## src/rtl/rv32m_muldiv_unit.sv

```systemverilog
// RV32M multiply/divide unit: single-cycle-issue multiplier and a
// 32-iteration restoring divider with sign fix-up, flush and async reset.
module rv32m_muldiv_unit #(
    parameter int WIDTH = 32
) (
    input  logic             clk,
    input  logic             rst,
    input  logic             i_start,
    input  logic [2:0]       i_funct3,
    input  logic [WIDTH-1:0] i_rs1_data,
    input  logic [WIDTH-1:0] i_rs2_data,
    input  logic             i_flush,
    output logic             o_busy,
    output logic             o_done,
    output logic [WIDTH-1:0] o_result
);

    typedef enum logic [2:0] {IDLE, MUL, DIV, FIX, DONE} state_e;

    state_e           state_q, state_d;
    logic [WIDTH-1:0] a_q, a_d;
    logic [WIDTH-1:0] b_q, b_d;
    logic [WIDTH-1:0] rem_q, rem_d;
    logic [WIDTH-1:0] res_q, res_d;
    logic [5:0]       cnt_q, cnt_d;
    logic [1:0]       op_q, op_d;
    logic             nq_q, nq_d;
    logic             nr_q, nr_d;

    logic [2*WIDTH-1:0] prod;
    logic [WIDTH:0]     shifted;
    logic [WIDTH:0]     diff;
    logic               ae, be;
    logic               sa, sb;
    logic [WIDTH-1:0]   mag_a, mag_b;
    logic               ovf;

    always_comb begin
        // MULH/MULHSU treat rs1 as signed; only MULH treats rs2 as signed
        ae = (op_q == 2'b01 || op_q == 2'b10) && a_q[WIDTH-1];
        be = (op_q == 2'b01) && b_q[WIDTH-1];
        prod = {{WIDTH{ae}}, a_q} * {{WIDTH{be}}, b_q};
        shifted = {rem_q, a_q[WIDTH-1]};
        diff = shifted - {1'b0, b_q};
        sa = !i_funct3[0] && i_rs1_data[WIDTH-1];
        sb = !i_funct3[0] && i_rs2_data[WIDTH-1];
        mag_a = sa ? (~i_rs1_data + 1'b1) : i_rs1_data;
        mag_b = sb ? (~i_rs2_data + 1'b1) : i_rs2_data;
        ovf = !i_funct3[0]
            && i_rs1_data == {1'b1, {(WIDTH-1){1'b0}}}
            && i_rs2_data == {WIDTH{1'b1}};
    end

    always_comb begin
        state_d = state_q;
        a_d     = a_q;
        b_d     = b_q;
        rem_d   = rem_q;
        res_d   = res_q;
        cnt_d   = cnt_q;
        op_d    = op_q;
        nq_d    = nq_q;
        nr_d    = nr_q;
        if (i_flush) begin
            state_d = IDLE;
        end else begin
            unique case (state_q)
                IDLE, DONE: begin
                    state_d = IDLE;
                    if (i_start) begin
                        op_d = i_funct3[1:0];
                        if (!i_funct3[2]) begin
                            a_d     = i_rs1_data;
                            b_d     = i_rs2_data;
                            state_d = MUL;
                        end else if (i_rs2_data == '0) begin
                            res_d   = i_funct3[1] ? i_rs1_data : '1;
                            state_d = DONE;
                        end else if (ovf) begin
                            res_d   = i_funct3[1] ? '0 : i_rs1_data;
                            state_d = DONE;
                        end else begin
                            a_d     = mag_a;
                            b_d     = mag_b;
                            rem_d   = '0;
                            cnt_d   = '0;
                            nq_d    = sa ^ sb;
                            nr_d    = sa;
                            state_d = DIV;
                        end
                    end
                end
                MUL: begin
                    res_d   = (op_q == 2'b00) ? prod[WIDTH-1:0]
                                              : prod[2*WIDTH-1:WIDTH];
                    state_d = DONE;
                end
                DIV: begin
                    // quotient bits shift into a_q as dividend bits shift out
                    if (!diff[WIDTH]) begin
                        rem_d = diff[WIDTH-1:0];
                        a_d   = {a_q[WIDTH-2:0], 1'b1};
                    end else begin
                        rem_d = shifted[WIDTH-1:0];
                        a_d   = {a_q[WIDTH-2:0], 1'b0};
                    end
                    cnt_d = cnt_q + 6'd1;
                    if (cnt_q == 6'd31) state_d = FIX;
                end
                FIX: begin
                    if (op_q[1]) res_d = nr_q ? (~rem_q + 1'b1) : rem_q;
                    else         res_d = nq_q ? (~a_q + 1'b1) : a_q;
                    state_d = DONE;
                end
                default: state_d = IDLE;
            endcase
        end
    end

    always_ff @(posedge clk or negedge rst) begin
        if (!rst) begin
            state_q <= IDLE;
            a_q     <= '0;
            b_q     <= '0;
            rem_q   <= '0;
            res_q   <= '0;
            cnt_q   <= '0;
            op_q    <= '0;
            nq_q    <= 1'b0;
            nr_q    <= 1'b0;
        end else begin
            state_q <= state_d;
            a_q     <= a_d;
            b_q     <= b_d;
            rem_q   <= rem_d;
            res_q   <= res_d;
            cnt_q   <= cnt_d;
            op_q    <= op_d;
            nq_q    <= nq_d;
            nr_q    <= nr_d;
        end
    end

    assign o_busy   = (state_q == MUL) || (state_q == DIV) || (state_q == FIX);
    assign o_done   = (state_q == DONE);
    assign o_result = res_q;

endmodule

```

## config.mk

```make
export PLATFORM = sky130hd
export DESIGN_NAME = rv32m_muldiv_unit
export DESIGN_NICKNAME = d
export VERILOG_FILES = /design/src/rtl/rv32m_muldiv_unit.sv
export SDC_FILE = /design/constraint.sdc
export NUM_CORES = 2
export LEC_CHECK = 0
export BUFFER_PORTS_ARGS = -buffer_cell sky130_fd_sc_hd__buf_2
export CAP_MARGIN = 10
export CORE_MARGIN = 2
export CORE_UTILIZATION = 35
export DETAILED_ROUTE_END_ITERATION = 7
export PLACE_DENSITY = 0.53
export REMOVE_ABC_BUFFERS = 1
export SLEW_MARGIN = 15
export SYNTH_ARGS = -nofsm -noshare
export SYNTH_HDL_FRONTEND = slang
export SYNTH_SLANG_ARGS = --single-unit
```

## constraint.sdc

```tcl
create_clock -name clk -period 8.1 [get_ports clk]
set_input_delay 0.81 -clock clk [delete_from_list [all_inputs] [get_ports clk]]
set_output_delay 0.81 -clock clk [all_outputs]
set_load 0.02 [all_outputs]
```

; ---- Word level (Yosys, flattened, before mapping)
; Cells that the tools add are included.
[word_totals]
ff_bits = 141
[classes]
add_sub_neg = 6
n_mul = 1
eq_ne = 19
n_mux = 40
bitwise_logic = 8
reduce_logical = 23
[op_table]
columns = operator, count
row1 = $mux W32, 24
row2 = $add A32 B1 Y32 const B, 4
row3 = $not A32 Y32, 4
row4 = $pmux W32 S2, 2
row5 = $pmux W32 S3, 1
row6 = $eq A32 B32 Y1 const B, 2
row7 = $mul A33 B33 Y64, 1
row8 = $sub A33 B32 Y33, 1
row9 = $logic_not A32 Y1, 1
row10 = $mux W6, 4
row11 = $mux W3, 6
row12 = $reduce_and A5 Y1, 3
row13 = $ne A2 B2 Y1 const B, 6
row14 = $ne A3 B3 Y1 const B, 4
row15 = $pmux W6 S2, 1
row16 = $reduce_and A6 Y1, 2
row17 = $pmux W3 S3, 1
row18 = $add A6 B1 Y6 const B, 1
row19 = $eq A3 B2 Y1 const B, 2
row20 = $eq A6 B5 Y1 const B, 1
row21 = $logic_and A1 B1 Y1, 6
row22 = $reduce_or A2 Y1, 2
row23 = $eq A3 B1 Y1 const B, 1
row24 = $eq A3 B3 Y1 const B, 1
row25 = 12 further kinds, 16

; ---- Depth between registers and ports, before layout
[logic_depth]
word_depth = 9
depth_mapped = 33
depth_no_buf = 30

; ---- Worst setup path before layout
; OpenSTA, ideal clock, no wires.
[synth_path]
kind = register -> register
startpoint = register op_q[1]
endpoint = register res_q[23], in the netlist o_result[23]
setup_time_ns = 0.140
t_arrival_ns = 8.851
required_time_ns = 7.960
slack_ns = -0.891
path_stages_with_launch = 34
synth_period_minus_slack_ns = 8.991
cell_sequence = dfrtp_1 > buf_6 > clkinv_1 > ha_1 > and2_0 > clkbuf_1 > nand2_1 > inv_1 > fa_1 > inv_1 > fa_1 > inv_1 > fa_1 > fa_1 > inv_1 > fa_1 > inv_1 > fa_1 > inv_1 > fa_1 > fa_1 > inv_1 > ha_1 > clkbuf_1 > a21oi_1 > o21ai_0 > a21o_1 > a31o_2 > and2_1 > o41ai_2 > xor2_1 > nor2_1 > a2111oi_0 > a211oi_1
[synth_between]
elab_chain_cells = 6
elab_cells_between_ends = 10
[synth_rtl]
columns = item, line_no
row1 = from (decl), 26  ; logic [1:0] op_q, op_d;
row2 = from (signal assigned), 138  ; op_q <= op_d;
row3 = $eq A2 B1 Y1 / $eq A2 B2 Y1 (equally long branches), "40, 41"
row4 = $logic_or A1 B1 Y1, 40  ; ae = (op_q == 2'b01 || op_q == 2'b10) && a_q[WIDTH-1];
row5 = $logic_and A1 B1 Y1, 40
row6 = $mul A33 B33 Y64, 42  ; prod = {{WIDTH{ae}}, a_q} * {{WIDTH{be}}, b_q};
row7 = $mux W32, 94  ; res_d = (op_q == 2'b00) ? prod[WIDTH-1:0]
row8 = $pmux W32 S3 (*), 67  ; unique case (state_q)
row9 = to (signal assigned), 136  ; res_q <= res_d;
row10 = to (decl), 24  ; logic [WIDTH-1:0] res_q, res_d;
; Mark *: on every way between the ends. The rest lies on a longest branch, timed or not.
; A chain may end at the register's enable or synchronous reset.

; ---- Worst setup path in the final report
[layout_path]
startpoint = register op_q[0]
endpoint = register res_q[23], in the netlist o_result[23]
[layout_between]
elab_chain_cells = 6
elab_cells_between_ends = 9
[layout_rtl]
columns = item, line_no
row1 = $eq A2 B1 Y1 / $eq A2 B2 Y1 (equally long branches), "40, 41"
row2 = $logic_or A1 B1 Y1, 40
row3 = $logic_and A1 B1 Y1, 40
row4 = $mul A33 B33 Y64, 42
row5 = $mux W32 (*), 94
row6 = $pmux W32 S3 (*), 67
; Marked as above.

==> results.cfg <==
[clocking]
cts_tree = yes
clockBufferDepth = 2
clk_latency_ns = 0.49
numCtsBuffers = 17
cts.sinks = 141
cts-root-buf = clkbuf_16
path_clk_slew_ns = 0.07
htreeDepth = 4

[drt]
drt-vias-per-instance = 5.21
drt_iter0_markers = 3853
vias = 42000
drtPass1Iterations = 6
routed_wl_um = 192000
drc = 0
routedWlPerCell_um = 23.8
ant_nets = 0

[synth]
async_flop_share_pct = 100
syn_area_um2 = 49600
seq_area_frac_synth_pct = 7.11
synth_edf_count = 0
synth_top_family_by_area = adder cells
synth_mux_area_share_pct = 0.749
yosys.area_share.simple_pct = 15.8
synth_fa_ha_area_share_pct = 52.0
yosysTopAreaCell = fa_1
synth_top_area_share_pct = 45.4
syn_avg_cell_area_um2 = 8.58
synthXorXnorAreaFrac_pct = 3.76
ys_ff_latch = 141
synth_compound_area_share_pct = 8.39
synthCells = 5786
synth_area_leaders = fa_1 (45%), inv_1 (9.5%), nand2_1 (7.5%)
synthDistinctLibCells = 85
synthFlopType = dfrtp_1
ys_warn_count = 0

[grt]
grt_pass1_vias = 43700
grtUsageTotal_pct = 26.4
grt_max_degree = 80
grt_pass1_wl_um = 284000
antenna_found_initial = 29
grt-ovfl-total = 0

[sta]
min_period_ns = 8.10
maxSlewViolCount = 0
fin_crit_sh_pct = 99.9
whs_ns = 0.398
slew-limit-headroom_pct = 28.2
fin_setup_tns_ns = 0
finClkSkew_ns = 0.0154
finalHoldViolCount = 0
rsz0062_at_grt = yes
fmax_ghz = 0.124
worst_slew_pin_slew_ns = 1.08
setup_viol = 0

[layout]
final_common_cell = inv_1
post-route-util_pct = 41.3
fill_cells = 14400
final_cell_count_no_fill = 8060
mostFrequentLayoutCells = inv_1 (1226), fa_1 (1110), nand2_1 (977)
drive_gt1_share_pct = 15.6
syn_to_final_growth_pct = 17.5
layout.nets = 7602

[placement]
place_hpwl_um = 155000
dp.cells = 7971
numPortBuffers = 104
place_congestion = 0.976

[critical_path]
slowest_stage = fa_2
cp_top_family = adder cells
path_max_fanout = 8
crit_arrival_ns = 8.45
critical_path_class = flip-flop to flip-flop
critPathMaxStageDelay_ns = 0.62
worstPathRequired_ns = 8.45
cpMostUsedCell = fa_1
start_kind = flip-flop
worst_setup_path_end_kind = flip-flop
cp_num_buf_inv = 8

[die]
die_h_um = 381
fp.dieW_um = 381
die_area_um2 = 145000
io_pins = 105
num_rows = 138
core_area_um2 = 141000
start_util_pct = 35.1

[hold_path]
worstHoldPathType = primary input to async pin

[run_status]
status = finished, final reports clean

[run]
drv_cap = 0
metal layers:
metal / share of wire, % / wire length (um) / global-route usage (%)
met5: 0.032 / 62 / 0
met2: 45 / 85700 / 40.9
met3: 8.2 / 15700 / 4.36
met4: 5.1 / 9820 / 11.3
met1: 42 / 80300 / 36.4
through the flow:
stage / area (um^2) / setup WS, ns
after detailed placement: 56100 / -0.650
after CTS: 57100 / -0.0122
after global placement: 56100 / -0.510
final: 58300 / 0.00476
after global routing: 58300 / -0.216
after floorplan: 48300 / -1.97
state kept, by name, summed over array words and instances, names as in the netlist:
name	cells
a_q	32
b_q	32
cnt_q	6
nq_q	1
nr_q	1
o_result	32
op_q	2
rem_q	32
state_q	3
kinds of logic (layout without fill, tap and decap cells):
family | Yosys count | in the layout
adder cells (fa/ha/maj) | 1391 | 1391
buffers and inverters | 1588 | 1965
AO/OA/AOI/OAI | 674 | 674
other | 0 | 7
multiplexers | 37 | 37
XOR/XNOR | 213 | 213
AND/OR/NAND/NOR | 1742 | 1742
flip-flops | 141 | 141
cell usage after synthesis, types with 15 or more instances:
cell type,count
mux2i_1,36
o211ai_1,27
nand3_1,42
o22ai_1,16
nor2b_1,16
and3_1,30
a31oi_1,23
a21o_1,32
inv_1,1253
nor3_1,31
clkbuf_1,279
nand2_1,992
o21ai_0,212
xor2_1,100
nand4_1,30
xnor2_1,113
or3_1,23
o41ai_1,16
a21oi_1,191
and2_1,240
fa_1,1126
or2_2,21
nand2b_1,15
nor4_1,20
o31ai_1,38
buf_1,37
nor2_1,237
dfrtp_1,141
ha_1,253
a211oi_1,18
o21bai_1,17
worst paths after layout:
| kind | to | cells past startpoint | slack, ns | start |
|---|---|---|---|---|
| max reg2reg | o_result[23] | 29 | 0.005 | op_q[0] |
| max in group asynchronous | a_q[11] | 2 | 6.09 | rst |
| max | o_result[23] | 29 | 0.005 | op_q[0] |
| min | rem_q[6] | 1 | 0.40 | rst |
| min reg2reg | cnt_q[4] | 2 | 0.53 | cnt_q[4] |
| min in group clk | cnt_q[4] | 2 | 0.53 | cnt_q[4] |
final cells by class:
type | count | area (um^2) | area share, %
clock buffer | 21 | 480 | 0.824
inverter | 1256 | 4720 | 8.09
tap | 1890 | 2360 | 4.05
sequential | 141 | 3560 | 6.10
antenna | 7 | 17.5 | 0.0300
timing repair buffer | 679 | 6030 | 10.3
multi-input combinational | 4057 | 41100 | 70.4
clock inverter | 9 | 88.8 | 0.152
what timing repair did:
action | 4_1_cts | 5_1_grt
setup endpoints to repair | 28 | 29
pin swaps | 33 | 104
cloned | 1 | 7
buffers inserted | 7 | 38
hold endpoints to repair | 0 | 0
resized for setup | 87 | 166
hold buffers | 0 | 0
worst register-to-register path: cells and delay by family, from the launching register on:
| family | cells | cell delay [ns] |
|---|---|---|
| flip-flops | 1 | 0.39 |
| AO/OA/AOI/OAI | 6 | 1.20 |
| adder cells (fa/ha/maj) | 10 | 4.55 |
| buffers and inverters | 8 | 0.85 |
| XOR/XNOR | 1 | 0.19 |
| AND/OR/NAND/NOR | 4 | 0.76 |
Power is left out: the tool's default activity adds up to more than one toggle a clock period on the data nets, which glitch-free logic cannot reach.
